===== config.mk =====
export PLATFORM = sky130hd
export DESIGN_NAME = laa_stream_loader_flat
export DESIGN_NICKNAME = d
export VERILOG_FILES = /design/src/rtl/laa_stream_loader_if.sv /design/src/rtl/laa_stream_loader.sv /design/src/flat_wrapper.sv
export SDC_FILE = /design/constraint.sdc
export NUM_CORES = 1
export LEC_CHECK = 0
export ABC_AREA = 1
export BUFFER_PORTS_ARGS = -buffer_cell sky130_fd_sc_hd__buf_2
export CORE_MARGIN = 2
export CORE_UTILIZATION = 49
export CTS_CLUSTER_DIAMETER = 80
export DETAILED_ROUTE_END_ITERATION = 8
export PLACE_DENSITY_LB_ADDON = 0.12
export SYNTH_ARGS = -nofsm -noshare
export SYNTH_HDL_FRONTEND = slang
export SYNTH_SLANG_ARGS = --single-unit

===== constraint.sdc =====
create_clock -name clk -period 1.8 [get_ports clk]
set_clock_uncertainty 0.15 [all_clocks]
set_input_delay 0.54 -clock clk [delete_from_list [all_inputs] [get_ports clk]]
set_output_delay 0.54 -clock clk [all_outputs]
set_load 0.05 [all_outputs]

===== src/rtl/laa_stream_loader_if.sv =====
// -----------------------------------------------------------------------------
// laa_stream_loader_if
// Purpose : bundles the input stream, output stream, LAA bus and status
//           signals of the LAA stream loader.
// Modports:
//   master : loader side (accepts the input stream, drives the output stream,
//            drives the LAA bus and the busy/err status)
//   slave  : environment side (stream source/sink and the LAA itself)
// Signals :
//   in_data/in_valid/in_ready     input word stream (valid/ready)
//   out_data/out_valid/out_ready  result word stream (valid/ready)
//   laa_opcode/laa_addr/laa_wdata LAA bus command, address, write data
//   laa_rdata                     LAA read data, valid the cycle after a READ
//   busy/err                      loader status
// -----------------------------------------------------------------------------
interface laa_stream_loader_if #(
    parameter int DATA_W = 32
);
    logic [DATA_W-1:0] in_data;
    logic              in_valid;
    logic              in_ready;
    logic [DATA_W-1:0] out_data;
    logic              out_valid;
    logic              out_ready;
    logic [1:0]        laa_opcode;
    logic [4:0]        laa_addr;
    logic [DATA_W-1:0] laa_wdata;
    logic [DATA_W-1:0] laa_rdata;
    logic              busy;
    logic              err;

    modport master (
        input  in_data, in_valid, out_ready, laa_rdata,
        output in_ready, out_data, out_valid, laa_opcode, laa_addr, laa_wdata, busy, err
    );

    modport slave (
        output in_data, in_valid, out_ready, laa_rdata,
        input  in_ready, out_data, out_valid, laa_opcode, laa_addr, laa_wdata, busy, err
    );
endinterface


===== src/rtl/laa_stream_loader.sv =====
// -----------------------------------------------------------------------------
// laa_stream_loader
// Purpose : upstream sequencer for the linear-algebra accelerator. Loads an
//           18-word frame (A00..A22, B00..B22) into the LAA with WRITEs,
//           issues MULTIPLY, polls the status word (address 31) and streams
//           the 9 result words (addresses 0..8) out on a valid/ready port.
// Ports   :
//   clk    in  system clock, all logic on posedge
//   reset  in  synchronous active-low reset
//   bus    master modport of laa_stream_loader_if (input stream, output
//          stream, LAA bus, busy, err)
// All outputs come straight from registers.
// -----------------------------------------------------------------------------
module laa_stream_loader #(
    parameter int DATA_W       = 32,
    parameter int MULT_CYCLES  = 2,
    parameter int POLL_TIMEOUT = 64
) (
    input logic                 clk,
    input logic                 reset,
    laa_stream_loader_if.master bus
);
    localparam logic [1:0] OP_NONE  = 2'd0;
    localparam logic [1:0] OP_WRITE = 2'd1;
    localparam logic [1:0] OP_READ  = 2'd2;
    localparam logic [1:0] OP_MULT  = 2'd3;
    localparam logic [4:0] ADDR_STATUS = 5'd31;

    localparam int MCW = (MULT_CYCLES > 1) ? $clog2(MULT_CYCLES + 1) : 1;
    localparam int PCW = $clog2(POLL_TIMEOUT);

    typedef enum logic [2:0] {
        S_IDLE,
        S_LOAD,
        S_MULT,
        S_POLL,
        S_RD,
        S_RW,
        S_EMIT
    } state_t;

    state_t            r_state,     w_state;
    logic              r_in_ready,  w_in_ready;
    logic              r_out_valid, w_out_valid;
    logic [DATA_W-1:0] r_out_data,  w_out_data;
    logic [1:0]        r_opcode,    w_opcode;
    logic [4:0]        r_addr,      w_addr;
    logic [DATA_W-1:0] r_wdata,     w_wdata;
    logic              r_busy,      w_busy;
    logic              r_err,       w_err;
    logic [4:0]        r_wcnt,      w_wcnt;
    logic [3:0]        r_rcnt,      w_rcnt;
    logic [MCW-1:0]    r_mcnt,      w_mcnt;
    logic [PCW-1:0]    r_pcnt,      w_pcnt;
    logic              w_accept;

    assign w_accept = bus.in_valid & r_in_ready;

    always_comb begin
        w_state     = r_state;
        w_in_ready  = r_in_ready;
        w_out_valid = r_out_valid;
        w_out_data  = r_out_data;
        w_opcode    = OP_NONE;   // no command unless a state asks for one
        w_addr      = r_addr;    // address/data hold while the bus is idle
        w_wdata     = r_wdata;
        w_err       = r_err;
        w_wcnt      = r_wcnt;
        w_rcnt      = r_rcnt;
        w_mcnt      = r_mcnt;
        w_pcnt      = r_pcnt;

        unique case (r_state)
            S_IDLE: begin
                w_in_ready = 1'b1;
                if (w_accept) begin
                    w_opcode = OP_WRITE;
                    w_addr   = 5'd0;
                    w_wdata  = bus.in_data;
                    w_err    = 1'b0;
                    w_wcnt   = 5'd1;
                    w_state  = S_LOAD;
                end
            end
            S_LOAD: begin
                w_in_ready = 1'b1;
                if (w_accept) begin
                    w_opcode = OP_WRITE;
                    w_addr   = r_wcnt;
                    w_wdata  = bus.in_data;
                    if (r_wcnt == 5'd17) begin
                        // The WRITE to address 17 appears in the first MULT cycle.
                        w_in_ready = 1'b0;
                        w_mcnt     = '0;
                        w_state    = S_MULT;
                    end else begin
                        w_wcnt = r_wcnt + 5'd1;
                    end
                end
            end
            S_MULT: begin
                if (r_mcnt != MCW'(MULT_CYCLES)) begin
                    w_opcode = OP_MULT;
                    w_mcnt   = r_mcnt + MCW'(1);
                end else begin
                    w_opcode = OP_READ;
                    w_addr   = ADDR_STATUS;
                    w_pcnt   = '0;
                    w_state  = S_POLL;
                end
            end
            S_POLL: begin
                // A status READ is on the bus in every POLL cycle; its data is
                // visible one cycle later, so the first POLL cycle has nothing
                // to look at yet.
                if ((r_pcnt != '0) && bus.laa_rdata[0]) begin
                    // Present the READ of result word 0 directly: RD is the
                    // cycle in which the result READ is on the bus.
                    w_opcode = OP_READ;
                    w_addr   = 5'd0;
                    w_rcnt   = 4'd0;
                    w_state  = S_RD;
                end else if (r_pcnt == PCW'(POLL_TIMEOUT - 1)) begin
                    w_err      = 1'b1;
                    w_in_ready = 1'b1;
                    w_state    = S_IDLE;
                end else begin
                    w_opcode = OP_READ;
                    w_addr   = ADDR_STATUS;
                    w_pcnt   = r_pcnt + PCW'(1);
                end
            end
            S_RD: begin
                w_state = S_RW;
            end
            S_RW: begin
                // laa_rdata now carries the word requested during RD.
                w_out_data  = bus.laa_rdata;
                w_out_valid = 1'b1;
                w_state     = S_EMIT;
            end
            S_EMIT: begin
                if (r_out_valid && bus.out_ready) begin
                    w_out_valid = 1'b0;
                    if (r_rcnt == 4'd8) begin
                        w_in_ready = 1'b1;
                        w_state    = S_IDLE;
                    end else begin
                        w_rcnt   = r_rcnt + 4'd1;
                        w_opcode = OP_READ;
                        w_addr   = {1'b0, r_rcnt + 4'd1};
                        w_state  = S_RD;
                    end
                end
            end
            default: begin
                w_state = S_IDLE;
            end
        endcase

        w_busy = (w_state != S_IDLE);
    end

    always_ff @(posedge clk) begin
        if (!reset) begin
            r_state     <= S_IDLE;
            r_in_ready  <= 1'b0;
            r_out_valid <= 1'b0;
            r_out_data  <= '0;
            r_opcode    <= OP_NONE;
            r_addr      <= 5'd0;
            r_wdata     <= '0;
            r_busy      <= 1'b0;
            r_err       <= 1'b0;
            r_wcnt      <= 5'd0;
            r_rcnt      <= 4'd0;
            r_mcnt      <= '0;
            r_pcnt      <= '0;
        end else begin
            r_state     <= w_state;
            r_in_ready  <= w_in_ready;
            r_out_valid <= w_out_valid;
            r_out_data  <= w_out_data;
            r_opcode    <= w_opcode;
            r_addr      <= w_addr;
            r_wdata     <= w_wdata;
            r_busy      <= w_busy;
            r_err       <= w_err;
            r_wcnt      <= w_wcnt;
            r_rcnt      <= w_rcnt;
            r_mcnt      <= w_mcnt;
            r_pcnt      <= w_pcnt;
        end
    end

    assign bus.in_ready   = r_in_ready;
    assign bus.out_valid  = r_out_valid;
    assign bus.out_data   = r_out_data;
    assign bus.laa_opcode = r_opcode;
    assign bus.laa_addr   = r_addr;
    assign bus.laa_wdata  = r_wdata;
    assign bus.busy       = r_busy;
    assign bus.err        = r_err;
endmodule

===== src/flat_wrapper.sv =====
// flat-port wrapper written by rule: the top's interface ports become plain ports
module laa_stream_loader_flat 
#(
    parameter int DATA_W       = 32,
    parameter int MULT_CYCLES  = 2,
    parameter int POLL_TIMEOUT = 64
)
  (clk, reset, bus_in_data, bus_in_valid, bus_out_ready, bus_laa_rdata, bus_in_ready, bus_out_data, bus_out_valid, bus_laa_opcode, bus_laa_addr, bus_laa_wdata, bus_busy, bus_err);
  laa_stream_loader_if #(.DATA_W(DATA_W)) bus_i ();
  input logic clk;
  input logic reset;
  input wire logic [$bits(bus_i.in_data)-1:0] bus_in_data;
  input wire logic [$bits(bus_i.in_valid)-1:0] bus_in_valid;
  input wire logic [$bits(bus_i.out_ready)-1:0] bus_out_ready;
  input wire logic [$bits(bus_i.laa_rdata)-1:0] bus_laa_rdata;
  output wire logic [$bits(bus_i.in_ready)-1:0] bus_in_ready;
  output wire logic [$bits(bus_i.out_data)-1:0] bus_out_data;
  output wire logic [$bits(bus_i.out_valid)-1:0] bus_out_valid;
  output wire logic [$bits(bus_i.laa_opcode)-1:0] bus_laa_opcode;
  output wire logic [$bits(bus_i.laa_addr)-1:0] bus_laa_addr;
  output wire logic [$bits(bus_i.laa_wdata)-1:0] bus_laa_wdata;
  output wire logic [$bits(bus_i.busy)-1:0] bus_busy;
  output wire logic [$bits(bus_i.err)-1:0] bus_err;
  assign bus_i.in_data = bus_in_data;
  assign bus_i.in_valid = bus_in_valid;
  assign bus_i.out_ready = bus_out_ready;
  assign bus_i.laa_rdata = bus_laa_rdata;
  assign bus_in_ready = bus_i.in_ready;
  assign bus_out_data = bus_i.out_data;
  assign bus_out_valid = bus_i.out_valid;
  assign bus_laa_opcode = bus_i.laa_opcode;
  assign bus_laa_addr = bus_i.laa_addr;
  assign bus_laa_wdata = bus_i.laa_wdata;
  assign bus_busy = bus_i.busy;
  assign bus_err = bus_i.err;
  laa_stream_loader #(.DATA_W(DATA_W), .MULT_CYCLES(MULT_CYCLES), .POLL_TIMEOUT(POLL_TIMEOUT)) u_core (.clk(clk), .reset(reset), .bus(bus_i));
endmodule

==> results of run 1 <==
flip-flops by register name, indices dropped and copies added, names as in the netlist:
signal	flops
u_core.bus.laa_wdata	32
u_core.bus.out_data	32
u_core.r_pcnt	6
u_core.bus.laa_addr	5
u_core.r_wcnt	5
u_core.r_rcnt	4
u_core.r_state	3
u_core.bus.laa_opcode	2
u_core.r_mcnt	2
u_core.bus.busy	1
u_core.bus.err	1
u_core.bus.in_ready	1
u_core.bus.out_valid	1
cells by family (layout without fill, tap and decap cells):
logic type	after synthesis	count (layout)	share of synthesized area, %
buffers and inverters	55	208	5.51
xor gates and xnor gates	4	4	0.882
AOI/OAI and AO/OA	104	104	13.6
adders and majority gates	7	7	2.20
and+or+nand+nor	275	276	29.9
DFF	95	95	47.9
layout by cell type, fill, tap and decap left out, types with 3 or more instances in the layout:
master,netlist,routed
nor2_1,160,159
buf_2,6,142
dfxtp_1,95,93
o21ai_0,73,72
nand2_1,66,65
inv_1,29,27
a21oi_1,27,27
nand3_1,21,21
buf_4,0,14
clkbuf_8,0,9
ha_1,7,7
nand2_2,5,6
nor2_4,4,5
nand4_1,5,5
inv_2,2,4
nor2_2,2,3
xor2_1,3,3
repair_timing:
action,in CTS,in global routing
gates resized for setup,0,11
hold endpoints to repair,0,0
setup endpoints to repair,0,36
buffers inserted,0,3
final cells by class:
type                       instances  area (um2)  share of cell area [%]
clock inverter                     6        52.6                    1.03
timing repair buffer             158         856                    16.8
inverter                          34         131                    2.58
clock buffer                      10         128                    2.51
tap                              102         128                    2.51
sequential                        95        1900                    37.4
multi-input combinational        391        1890                    37.1
report_power, final:
group,switching (W),internal [W],leakage (nW)
clock network,0.000769,0.000525,0.0854
registers,0.0000300,0.00216,0.774
logic,0.000355,0.000157,1.65
total,0.00115,0.00284,2.51
per-stage QoR:
stage	util [%]	TNS [ps]	cell area, um2	setup slack (ps)
2_1_floorplan	-	0	3970	30.7
3_5_place_dp	62.1	0	4850	30.6
5_1_grt	65.2	-17.6	5090	-15.0
3_3_place_gp	62.1	0	4850	94.8
6_report	65.2	0	5090	108
4_1_cts	64.4	0	5030	28.5
per-layer routing:
metal / vias to the layer above / share of wire [%]
met5: - / 0
met3: 21 / 6.8
met4: 0 / 2.5
met2: 119 / 46
li1: 2026 / -
met1: 1759 / 45
Yosys cell counts, types with 2 or more instances:
cell / count
nor2_2: 2
nand3_2: 3
nor2_4: 4
nand2_4: 2
nand3_1: 21
nor3_1: 2
ha_1: 7
o21ai_0: 73
dfxtp_1: 95
nand2_1: 66
xor2_1: 3
inv_1: 29
nor2_1: 160
a21oi_1: 27
clkbuf_1: 14
nand2_2: 5
buf_2: 6
nand4_1: 5
inv_2: 2
worst paths after layout:
| kind | start | endpoint | depth (start not counted) |
|---|---|---|---|
| max | u_core.bus.in_ready | bus_in_ready | 1 |
| min | bus_laa_rdata[7] | u_core.bus.out_data[7] | 3 |
| max reg2reg | u_core.r_state[0] | u_core.r_mcnt[0] | 6 |
| min reg2reg | u_core.bus.err | u_core.bus.err | 2 |
==> impl_metrics.env, run 1 <==
export IMPL_synth_area_leader_cell="dfxtp_1"
export IMPL_yosysTopAreaCellShare_pct=47.9
export IMPL_portBuffers=142
export IMPL_grt_busiest_layer="met2"
export IMPL_setup_viol=0
export IMPL_arrival_ps=1000
export IMPL_vias=3925
export IMPL_cts_tree="built"
export IMPL_grt_pass1_vias=3553
export IMPL_slew_viol_final=0
export IMPL_insertion_delay_ps=350
export IMPL_synth_seq_cells=95
export IMPL_p_total_w=0.00399
export IMPL_power_leakage_nw=2.51
export IMPL_gp_congestion=0.893
export IMPL_start_kind="flop"
export IMPL_hold_viol_final=0
export IMPL_fin_cells=796
export IMPL_htreeDepth=3
export IMPL_grt_total_usage_pct=22.7
export IMPL_die_w_um=94.0
export IMPL_cp_end_kind="output pin"
export IMPL_dpl_hpwl_um=7140
export IMPL_period_minus_slack_ps=1690
export IMPL_fin_nets=764
export IMPL_cts_sinks=95
export IMPL_routed_via_density=4.93
export IMPL_synth_area_mm2=0.00397
export IMPL_drt_iter0_drc=187
export IMPL_synth_area_top_cells="dfxtp_1 48%, nor2_1 15%, o21ai_0 9.2%"
export IMPL_die_y_um=94.0
export IMPL_drv_cap=0
export IMPL_wl_per_cell_um=12.3
export IMPL_grt_ovfl_total=0
export IMPL_path_class="flop to output pin"
export IMPL_pin_count=143
export IMPL_hold_buffers=0
export IMPL_cts_buffers=9
export IMPL_cts_root_buf="clkbuf_8"
export IMPL_cts_clk_slew_worst_paths_ps=100
export IMPL_cp_cell_sequence="buf_2"
export IMPL_grt_max_degree=35
export IMPL_dieArea_mm2=0.00884
export IMPL_synth_avg_cell_area_um2=7.36
export IMPL_fmax_mhz=591
export IMPL_synth_net_count=615
export IMPL_drtPass1Iterations=4
export IMPL_met1_usage_pct=28.3
export IMPL_num_fill_cells=734
export IMPL_crit_buf_inv=1
export IMPL_vdd_drop_max_v=0.000437
export IMPL_worstMarginPinSlew_ps=365
export IMPL_grt_pass1_wl_um=16000
export IMPL_cts_buffer_depth=2
export IMPL_synth_main_ff_cell="dfxtp_1"
export IMPL_ys_types=33
export IMPL_drc=0
export IMPL_use_met2_pct=37.3
export IMPL_synthToLayoutAreaGrowth_pct=28.1
export IMPL_max_slew_margin_rel_pct=75.7
export IMPL_synthArstFlopShare_pct=0
export IMPL_dp_cells=776
export IMPL_whs_ps=244
export IMPL_synth_warnings=0
export IMPL_rrSetupSlack_ps=120
export IMPL_min_path_type="input port to flop"
export IMPL_totalWireLength_um=9830
export IMPL_ant_nets=0
export IMPL_coreArea_mm2=0.00781
export IMPL_postSynthCellCount=540
export IMPL_worstPathRequired_ps=1110
export IMPL_cp_slowest_cell="dfxtp_1"
export IMPL_synth_edf_count=0
export IMPL_num_antenna_cells=0
export IMPL_seq_area_frac_synth_pct=47.9
export IMPL_use_met3_pct=5.46
export IMPL_cp_max_fo=3
export IMPL_start_util_pct=50.9
export IMPL_status="finished clean"
export IMPL_crit_family="flip-flops"
export IMPL_antenna_found_initial=0
export IMPL_drive_above_1_share_pct=29.7
export IMPL_final_period_utilization_pct=94.0
export IMPL_p_per_area_mw_per_mm2=785
export IMPL_fp_row_count=32
export IMPL_max_stage_delay_ps=370
Note: power is estimated with default switching activity, not from simulation.
==> run 2, diff against run 1 <==
--- a/config.mk
+++ b/config.mk
@@ -8,7 +8,7 @@
 export ABC_AREA = 1
 export BUFFER_PORTS_ARGS = -buffer_cell sky130_fd_sc_hd__buf_2
 export CORE_MARGIN = 2
-export CORE_UTILIZATION = 49
+export CORE_UTILIZATION = 45
 export CTS_CLUSTER_DIAMETER = 80
 export DETAILED_ROUTE_END_ITERATION = 8
 export PLACE_DENSITY_LB_ADDON = 0.12
==> constraint.sdc (replaced) <==
create_clock -name clk -period 1.4 [get_ports clk]
set_clock_uncertainty 0.15 [all_clocks]
set_input_delay 0.42 -clock clk [delete_from_list [all_inputs] [get_ports clk]]
set_output_delay 0.42 -clock clk [all_outputs]
set_load 0.05 [all_outputs]
==> run 2 against run 1 <==
Net effect: the flow now finishes with violations (negative setup slack); final area grew 38%; critical path depth grew 8; clock-buffer cell count is the same; sequential power grew 30%; via count grew 10%; register-to-register slack lost 290 ps; cell count grew 8.9%; sequential cell count is the same; global-route usage grew 0.72 points.
==> impl_metrics.env, run 2 (synthesis results as in run 1) <==
export IMPL_setup_worst_path_start="u_core.r_state[2]"
export IMPL_pin_count=143
export IMPL_grt_total_usage_pct=23.4
export IMPL_cts_root_buf="clkbuf_8"
export IMPL_final_common_cell="nor2_1"
export IMPL_drc=0
export IMPL_cts_buffer_depth=2
export IMPL_start_kind="flop"
export IMPL_cp_slowest_cell="dfxtp_4"
export IMPL_cts_sinks=95
export IMPL_die_y_um=98.0
export IMPL_ant_nets=0
export IMPL_fin_nets=829
export IMPL_hold_buffers=0
export IMPL_portBuffers=142
export IMPL_grt_max_degree=41
export IMPL_cts_buffers=9
export IMPL_grt_pass1_vias=3992
export IMPL_min_from="bus_laa_rdata[24]"
export IMPL_p_per_area_mw_per_mm2=807
export IMPL_htreeDepth=3
export IMPL_cp_max_fo=6
export IMPL_period_minus_slack_ps=1570
export IMPL_final_period_utilization_pct=112
export IMPL_max_stage_delay_ps=400
export IMPL_cp_cell_sequence="inv_6, nand2_4, nor2_8, inv_4, buf_4, nand2_2, nand2_4, a21oi_1, nor2_1"
export IMPL_insertion_delay_ps=370
export IMPL_die_w_um=98.0
export IMPL_wl_per_cell_um=14.8
export IMPL_path_class="flop to flop"
export IMPL_fp_row_count=34
export IMPL_grt_ovfl_total=0
export IMPL_dieArea_mm2=0.00960
export IMPL_arrival_ps=1680
export IMPL_crit_family="simple AND/OR/NAND/NOR gates"
export IMPL_r2r_cells=9
export IMPL_gp_congestion=0.867
export IMPL_cts_clk_slew_worst_paths_ps=100
export IMPL_vias=4323
export IMPL_synthToLayoutAreaGrowth_pct=77.2
export IMPL_slew_viol_final=0
export IMPL_hold_path_end="u_core.bus.out_data[24]"
export IMPL_final_cell_mix="139 x nor2_1, 81 x dfxtp_2, 67 x buf_2"
export IMPL_drv_cap=0
export IMPL_dpl_hpwl_um=7560
export IMPL_rsz0062_at_grt="yes"
export IMPL_fin_ws_ps=-172
export IMPL_start_util_pct=46.0
export IMPL_fmax_mhz=636
export IMPL_crit_top_cell="nand2_4"
export IMPL_drtPass1Iterations=4
export IMPL_min_path_cells=3
export IMPL_status="finished, violations left"
export IMPL_r2r_start="u_core.r_state[2]"
export IMPL_drt_iter0_drc=180
export IMPL_power_leakage_nw=3.17
export IMPL_num_antenna_cells=0
export IMPL_vdd_drop_max_v=0.000572
export IMPL_setup_viol=137
export IMPL_routed_via_density=4.99
export IMPL_hold_viol_final=0
export IMPL_grt_pass1_wl_um=18500
export IMPL_totalWireLength_um=12800
export IMPL_crit_buf_inv=3
export IMPL_drive_above_1_share_pct=59.3
export IMPL_final_area_mm2=0.00704
export IMPL_cp_end_kind="flop"
export IMPL_num_fill_cells=496
export IMPL_rrSetupSlack_ps=-170
export IMPL_antenna_found_initial=0
export IMPL_p_total_w=0.00568
export IMPL_worst_r2r_endpoint="u_core.r_rcnt[2]"
export IMPL_worstMarginPinSlew_ps=295
export IMPL_failed_checks="negative setup slack"
export IMPL_coreArea_mm2=0.00864
export IMPL_worstPathRequired_ps=1510
export IMPL_max_slew_margin_rel_pct=80.2
export IMPL_dpl_instance_area_mm2=0.00531
export IMPL_setup_tns_ps=-7580
export IMPL_min_path_type="input port to flop"
export IMPL_cts_tree="built"
run 2: cell count changes in the layout (fill, tap and decap cells not counted), sizes merged:
cell,previous run,this run
clkbuf,10,14
clkinv,3,2
inv,35,37
buf,158,220
clkinvlp,2,0
bufinv,0,1
nor2,168,167
run 2: worst max-delay path by stage:
stage          cells after the start                     end  slack, ps
2_1_floorplan                      9  u_core.bus.laa_addr[0]        -60
3_3_place_gp                       7  u_core.bus.laa_addr[1]       -200
3_5_place_dp                       7  u_core.bus.laa_addr[1]       -220
4_1_cts                            9  u_core.bus.laa_addr[1]       -100
5_1_grt                           10        u_core.r_rcnt[2]       -220
6_report                           9        u_core.r_rcnt[2]       -170
run 2: worst min-delay path: stages:
cell and delay (ps):
buf_2 70, nor2_1 30, nor2_1 80
run 2: metal layers:
metal | wire (um) | part of all wire [%] | vias up | global-route usage [%]
li1 | - | - | 2176 | -
met1 | 5180 | 40 | 1985 | 28.5
met2 | 6760 | 53 | 138 | 41.0
met3 | 621 | 4.8 | 24 | 4.87
met4 | 254 | 2.0 | 0 | 7.80
met5 | 0 | 0 | - | 0
run 2: repair_timing:
action | in CTS | in global routing
pin swaps | 24 | 30
setup buffers | 10 | 15
setup endpoints to repair | 167 | 145
gates resized for setup | 316 | 126
cloned | 2 | 4
run 2: power by group:
group          internal [W]  leakage [nW]  total, W  switching [W]
registers           0.00278         0.813   0.00284      0.0000649
clock network      0.000903         0.109   0.00195        0.00105
logic              0.000376          2.25  0.000887       0.000511
total               0.00406          3.17   0.00568        0.00162
run 2: area by class of cell:
class,instances,area [um2],area share (%)
multi-input combinational,390,2310,32.8
timing repair buffer,224,2200,31.3
sequential,95,2030,28.8
inverter,34,160,2.27
clock buffer,10,138,1.95
tap,108,135,1.92
clock inverter,6,71.3,1.01
run 2: stage by stage:
stage / utilization, % / setup WS [ps] / hold WS (ps) / cells
finish: 81.5 / -172 / 114 / 867
detailed placement: 61.4 / -217 / 297 / 822
global route: 81.5 / -223 / 118 / 867
CTS: 75.4 / -104 / 108 / 848
floorplan: - / -56.3 / 293 / 540
global placement: 61.4 / -203 / 295 / 822
